**config.mk**
```make
export PLATFORM = sky130hd
export DESIGN_NAME = vr_stream_unpacker
export DESIGN_NICKNAME = d
export VERILOG_FILES = /design/src/rtl/vr_stream_unpacker.sv
export SDC_FILE = /design/constraint.sdc
export NUM_CORES = 1
export LEC_CHECK = 0
export BUFFER_PORTS_ARGS = -buffer_cell sky130_fd_sc_hd__buf_4
export CORE_MARGIN = 3
export CORE_UTILIZATION = 45
export DETAILED_ROUTE_END_ITERATION = 6
export PLACE_DENSITY = 0.71
export SETUP_SLACK_MARGIN = 0.15
export SLEW_MARGIN = 20
export SYNTH_ARGS = -nofsm -noshare
export SYNTH_HDL_FRONTEND = slang
export SYNTH_SLANG_ARGS = --single-unit
export TNS_END_PERCENT = 20
```
**constraint.sdc**
```tcl
create_clock -name clk -period 3.48 [get_ports clk]
set_input_delay 0.522 -clock clk [delete_from_list [all_inputs] [get_ports clk]]
set_output_delay 0.522 -clock clk [all_outputs]
set_load 0.05 [all_outputs]
```
**src/rtl/vr_stream_unpacker.sv**
```systemverilog
// vr_stream_unpacker: valid-ready down-converter, one IN_W word out as RATIO OUT_W beats, LSB chunk first
module vr_stream_unpacker #(
  parameter int IN_W  = 64,
  parameter int OUT_W = 32,
  parameter int RATIO = IN_W / OUT_W,
  parameter int CNT_W = $clog2(RATIO)
) (
  input  logic             clk,
  input  logic             nrst,
  input  logic             en,
  input  logic             sync_rst,
  input  logic [IN_W-1:0]  in_data,
  input  logic             in_last,
  input  logic             in_valid,
  output logic             in_ready,
  output logic [OUT_W-1:0] out_data,
  output logic             out_last,
  output logic             out_valid,
  input  logic             out_ready,
  output logic             busy
);
  if (IN_W % OUT_W != 0 || RATIO < 2) begin : g_bad_params
    $error("vr_stream_unpacker: IN_W must be a multiple of OUT_W with RATIO >= 2");
  end
  logic [IN_W-1:0]  hold_data;
  logic             hold_last;
  logic             hold_valid;
  logic [CNT_W-1:0] beat_cnt;
  logic             last_beat;
  logic             in_shake;
  logic             out_shake;
  assign last_beat = beat_cnt == CNT_W'(RATIO - 1);
  assign in_ready  = en & ~sync_rst & (~hold_valid | (last_beat & out_ready));
  assign out_valid = en & hold_valid;
  assign out_data  = hold_data[OUT_W*int'(beat_cnt) +: OUT_W];
  assign out_last  = hold_valid & hold_last & last_beat;
  assign busy      = hold_valid;
  assign in_shake  = in_valid & in_ready;
  assign out_shake = out_valid & out_ready;
  // a load can only coincide with the final-beat drain, so it simply takes priority
  always_ff @(posedge clk or negedge nrst) begin
    if (!nrst) begin
      hold_data  <= '0;
      hold_last  <= 1'b0;
      hold_valid <= 1'b0;
      beat_cnt   <= '0;
    end else if (sync_rst) begin
      hold_data  <= '0;
      hold_last  <= 1'b0;
      hold_valid <= 1'b0;
      beat_cnt   <= '0;
    end else if (in_shake) begin
      hold_data  <= in_data;
      hold_last  <= in_last;
      hold_valid <= 1'b1;
      beat_cnt   <= '0;
    end else if (out_shake) begin
      hold_valid <= ~last_beat;
      beat_cnt   <= last_beat ? '0 : beat_cnt + 1'b1;
    end
  end
endmodule
```
==> results_dict.tcl, run 1 <==
set metrics [dict create \
    status "complete, no violations" \
    grt_pass1_wl_um 11700 \
    root_buffer "clkbuf_8" \
    cts.sinks 67 \
    hold_class "input pin to asynchronous set/reset pin" \
    post-place-ws_ns 1.15 \
    synth_nets 333 \
    clock_skew_ns 0.00953 \
    hold_ws_ns 0.302 \
    start_util_pct 46.6 \
    drtIter0Drc 56 \
    period_minus_slack_ns 2.25 \
    required_ns 2.96 \
    core_area_um2 7770 \
    clockBufferDepth 2 \
    synth_area_leaders "dfrtp_1, mux2_4, mux2_2" \
    fp.dieW_um 95.7 \
    clk_pin_slew_ns 0.07 \
    fin_ws_ns 1.23 \
    grt_pass1_vias 2395 \
    fin_crit_sh_pct 64.5 \
    antenna_found_initial 0 \
    portBuffers 106 \
    ys_seq_area_share_pct 46.3 \
    rows 32 \
    dieArea_um2 9150 \
    hold_viol 0 \
    wl_um 7380 \
    max_cap_viol_count 0 \
    synth-seq-cells 67 \
    tightest_slew_ns 0.850 \
    cp.arrival_ns 1.72 \
    htree_levels 3 \
    ios 107 \
    drc 0 \
    grt-ovfl-total 0 \
    postCtsSetupBuffers 0 \
    num_antenna_cells 0 \
    final_common_cell "buf_4" \
    cts_resized 0 \
    synth_top_area_share_pct 46.3 \
    leakagePower_nw 2.31 \
    ys_types 21 \
    max_slew_margin_pct 43.3 \
    antenna_left 0 \
    setup_tns_ns 0 \
    setup_violations 0 \
    fmax_mhz 445 \
    grt.total_usage_pct 16.6 \
    synth_area_um2 3620 \
    dr.pass1.iters 4 \
    area_growth_pct 27.7 \
    fillCellCount 669 \
    hold_buffers 0 \
    drive_above_1_share_pct 60.3 \
    via_per_inst 4.79 \
    vias 2249 \
    nets 435 \
    syn_area_per_cell_um2 13.8 \
    yosys.area.top_type "dfrtp_1" \
    cp-end-kind "primary output" \
    crit_fanout 37 \
    yosysWarnings 0 \
    start_kind "flip-flop" \
    slew_viol_final 0 \
    synthesis.instances 262 \
    placed_area_um2 4410 \
    cts_buffers 9 \
    fin_area_um2 4620 \
    grt_max_degree 70 \
    fp.dieH_um 95.7 \
    power.density_nw_per_um2 409 \
    post_drt_wl_per_cell_um 15.7 \
    cts_tree "built" \
    rsz0062_at_grt "no" \
    dpl.hpwl_um 4670 \
    final_cell_mix "buf_4, dfrtp_1, nor2b_1" \
    gp_congestion 0.726 \
    worst-setup-path-type "flip-flop to primary output" \
    irDropWorstVdd_mv 0.244 \
    worstSkewPairLatency_ns 0.33 \
]
-- state kept, by name, indices dropped and copies added, names as in the netlist --
register / flops
beat_cnt: 1
hold_data: 64
hold_last: 1
busy: 1
-- synthesized netlist by cell type --
master	instances
dfrtp_1	67
nor2b_1	65
mux2_4	50
mux2_2	47
buf_12	5
buf_2	5
clkbuf_1	5
nand2_1	4
a21oi_1	2
a211oi_2	1
a31oi_1	1
and2_1	1
and3_1	1
buf_1	1
buf_4	1
buf_6	1
nand2b_1	1
nand3_1	1
nand3b_1	1
nand4b_1	1
o21ai_0	1
-- per-layer routing --
| layer | global-route usage (%) | part of all wire [%] | vias up |
|---|---|---|---|
| met1 | 22.9 | 46 | 1096 |
| li1 | - | - | 1089 |
| met5 | 0 | 0 | - |
| met4 | 5.69 | 1.0 | 0 |
| met3 | 3.95 | 5.2 | 8 |
| met2 | 25.7 | 48 | 56 |
-- metrics by stage --
| step | total power [mW] | instances | utilization, % |
|---|---|---|---|
| after CTS | 1.91 | 470 | 59.5 |
| after floorplan | 1.08 | 262 | - |
| final | 1.89 | 470 | 59.5 |
| after detailed placement | 1.21 | 455 | 56.7 |
| after global routing | 1.97 | 470 | 59.5 |
| after global placement | 1.20 | 455 | 56.7 |
-- final timing paths --
path | startpoint | endpoint | slack, ns | cells past startpoint
worst max-delay path | beat_cnt | out_data[5] | 1.23 | 3
min in group clk | in_data[56] | hold_data[56] | 0.42 | 2
max in group asynchronous | nrst | hold_data[0] | 2.63 | 1
worst max register to register | busy | hold_data[44] | 1.58 | 3
worst min register to register | hold_data[63] | hold_data[63] | 0.63 | 2
worst min-delay path | nrst | hold_data[56] | 0.30 | 1
-- logic make-up (layout without fill, tap and decap cells) --
family	Yosys count	count (layout)	share of synthesized area, %
buffers and inverters	18	124	4.60
multiplexers	97	97	35.4
AND/OR/NAND/NOR	75	75	12.8
AO/OA/AOI/OAI	5	5	0.934
flip-flops	67	67	46.3
-- power by group --
part	internal (mW)	switching, mW	total (mW)
sequential	0.818	0.0195	0.838
clock	0.417	0.283	0.699
combinational	0.171	0.179	0.351
total	1.41	0.481	1.89
-- worst max-delay path: stages (launching register included) --
cell and delay (ns):
dfrtp_1 0.34, buf_4 0.44, mux2_2 0.42, buf_4 0.19
-- layout make-up --
type	count	area, µm²	area share [%]
Clock inverter	5	77.6	1.68
Multi-Input combinational cell	177	1780	38.6
Sequential cell	67	1680	36.3
Tap cell	102	128	2.76
Clock buffer	10	138	2.98
Timing Repair Buffer	109	818	17.7
No activity file was read; power rests on OpenSTA's default activity.
==> run 2: changes to the inputs <==
==> constraint.sdc (replaced) <==
create_clock -name clk -period 2.3 [get_ports clk]
set_input_delay 0.345 -clock clk [delete_from_list [all_inputs] [get_ports clk]]
set_output_delay 0.345 -clock clk [all_outputs]
set_load 0.05 [all_outputs]
==> results_dict.tcl, run 2 (synthesis results as in run 1) <==
set metrics [dict create \
    required_ns 1.96 \
    num_antenna_cells 0 \
    drive_above_1_share_pct 60.9 \
    hold_buffers 0 \
    antenna_found_initial 0 \
    start_util_pct 46.6 \
    rr_worst_depth 3 \
    drc 0 \
    via_per_inst 4.83 \
    clock_skew_ns 0.0119 \
    top_register "hold_data" \
    portBuffers 106 \
    cp.arrival_ns 1.58 \
    root_buffer "clkbuf_8" \
    antenna_left 0 \
    largest_reg_flops 64 \
    max_cap_viol_count 0 \
    ios 107 \
    final_common_cell "buf_4" \
    rsz0062_at_grt "no" \
    nets 439 \
    grt_pass1_wl_um 12100 \
    vias 2293 \
    cts_tree "built" \
    htree_levels 3 \
    irDropWorstVdd_mv 0.357 \
    timing.rr.start "busy" \
    placed_area_um2 4470 \
    leakagePower_nw 2.34 \
    fp.dieH_um 95.7 \
    hold_ws_ns 0.110 \
    cp-end-kind "primary output" \
    area_growth_pct 29.8 \
    grt-ovfl-total 0 \
    gp_congestion 0.734 \
    setup_violations 0 \
    start_kind "flip-flop" \
    crit_fanout 19 \
    worstSkewPairLatency_ns 0.34 \
    fmax_mhz 520 \
    clk_pin_slew_ns 0.08 \
    dpl.hpwl_um 5200 \
    dieArea_um2 9150 \
    drtIter0Drc 57 \
    grt_max_degree 68 \
    period_minus_slack_ns 1.92 \
    fp.dieW_um 95.7 \
    max_slew_margin_pct 43.0 \
    worst-setup-path-type "flip-flop to primary output" \
    power_mw 2.91 \
    hold_class "input pin to asynchronous set/reset pin" \
    setup_tns_ns 0 \
    slew_viol_final 0 \
    fin_crit_sh_pct 83.7 \
    dr.pass1.iters 4 \
    power.density_nw_per_um2 618 \
    postCtsSetupBuffers 0 \
    r2r_end "hold_data[44]" \
    fillCellCount 663 \
    fin_area_um2 4700 \
    status "complete, no violations" \
    cts_buffers 9 \
    cts_resized 0 \
    wl_um 7580 \
    grt_pass1_vias 2538 \
    final_cell_mix "buf_4, dfrtp_1, nor2b_1" \
    post_drt_wl_per_cell_um 16.0 \
    core_area_um2 7770 \
    clockBufferDepth 2 \
    rows 32 \
    grt.total_usage_pct 17.3 \
    rrSetupSlack_ns 0.57 \
    tightest_slew_ns 0.855 \
    endpoint "out_data[29]" \
    hold_viol 0 \
    utilization_pct 60.5 \
    cts.sinks 67 \
    critPathLaunch "beat_cnt" \
]
[run 2: changes by cell type in the layout (fill, tap and decap cells not counted)]
cell | before | now
inv_6 | 0 | 1
clkinv_4 | 0 | 1
clkinvlp_4 | 1 | 0
buf_12 | 0 | 3
buf_4 | 109 | 110
[run 2: worst min-delay path by stage]
stage	slack, ns	depth (start not counted)	to	startpoint
finish	0.11	1	hold_data[57]	nrst
detailed placement	0.51	1	hold_data[57]	nrst
global placement	0.51	1	hold_data[57]	nrst
CTS	0.13	1	hold_data[57]	nrst
floorplan	0.05	0	beat_cnt	nrst
global route	0.16	1	hold_data[57]	nrst
[run 2: where the power goes]
group          switching (mW)  internal [mW]  leakage, nW
sequential             0.0306           1.24        0.911
combinational           0.272          0.267         1.32
clock                   0.455          0.642        0.117
total                   0.758           2.15         2.34
[run 2: through the flow]
step | instances | setup slack (ns)
finish | 475 | 0.376
global route | 475 | 0.285
detailed placement | 459 | 0.510
floorplan | 262 | 0.485
global placement | 459 | 0.528
CTS | 475 | 0.345
[run 2: worst max-delay path, cell delays in order, from the launching register on]
cell     delay (ns)
dfrtp_1        0.37
buf_4          0.29
mux2_2         0.39
buf_4          0.19
[run 2: area by class of cell]
cell class	instances	area, µm²	area share [%]
multi-input cells	177	1780	37.9
well taps	102	128	2.72
flip-flops and latches	67	1680	35.7
clock buffers	10	138	2.93
repair buffers	113	886	18.9
clock inverters	6	87.6	1.86
[run 2: metal layers]
layer | track usage [%] | share of wire, % | wire, µm
met4 | 4.98 | 0.90 | 68
met3 | 5.60 | 5.7 | 435
met1 | 22.2 | 44 | 3330
met2 | 28.0 | 49 | 3750
met5 | 0 | 0 | 0
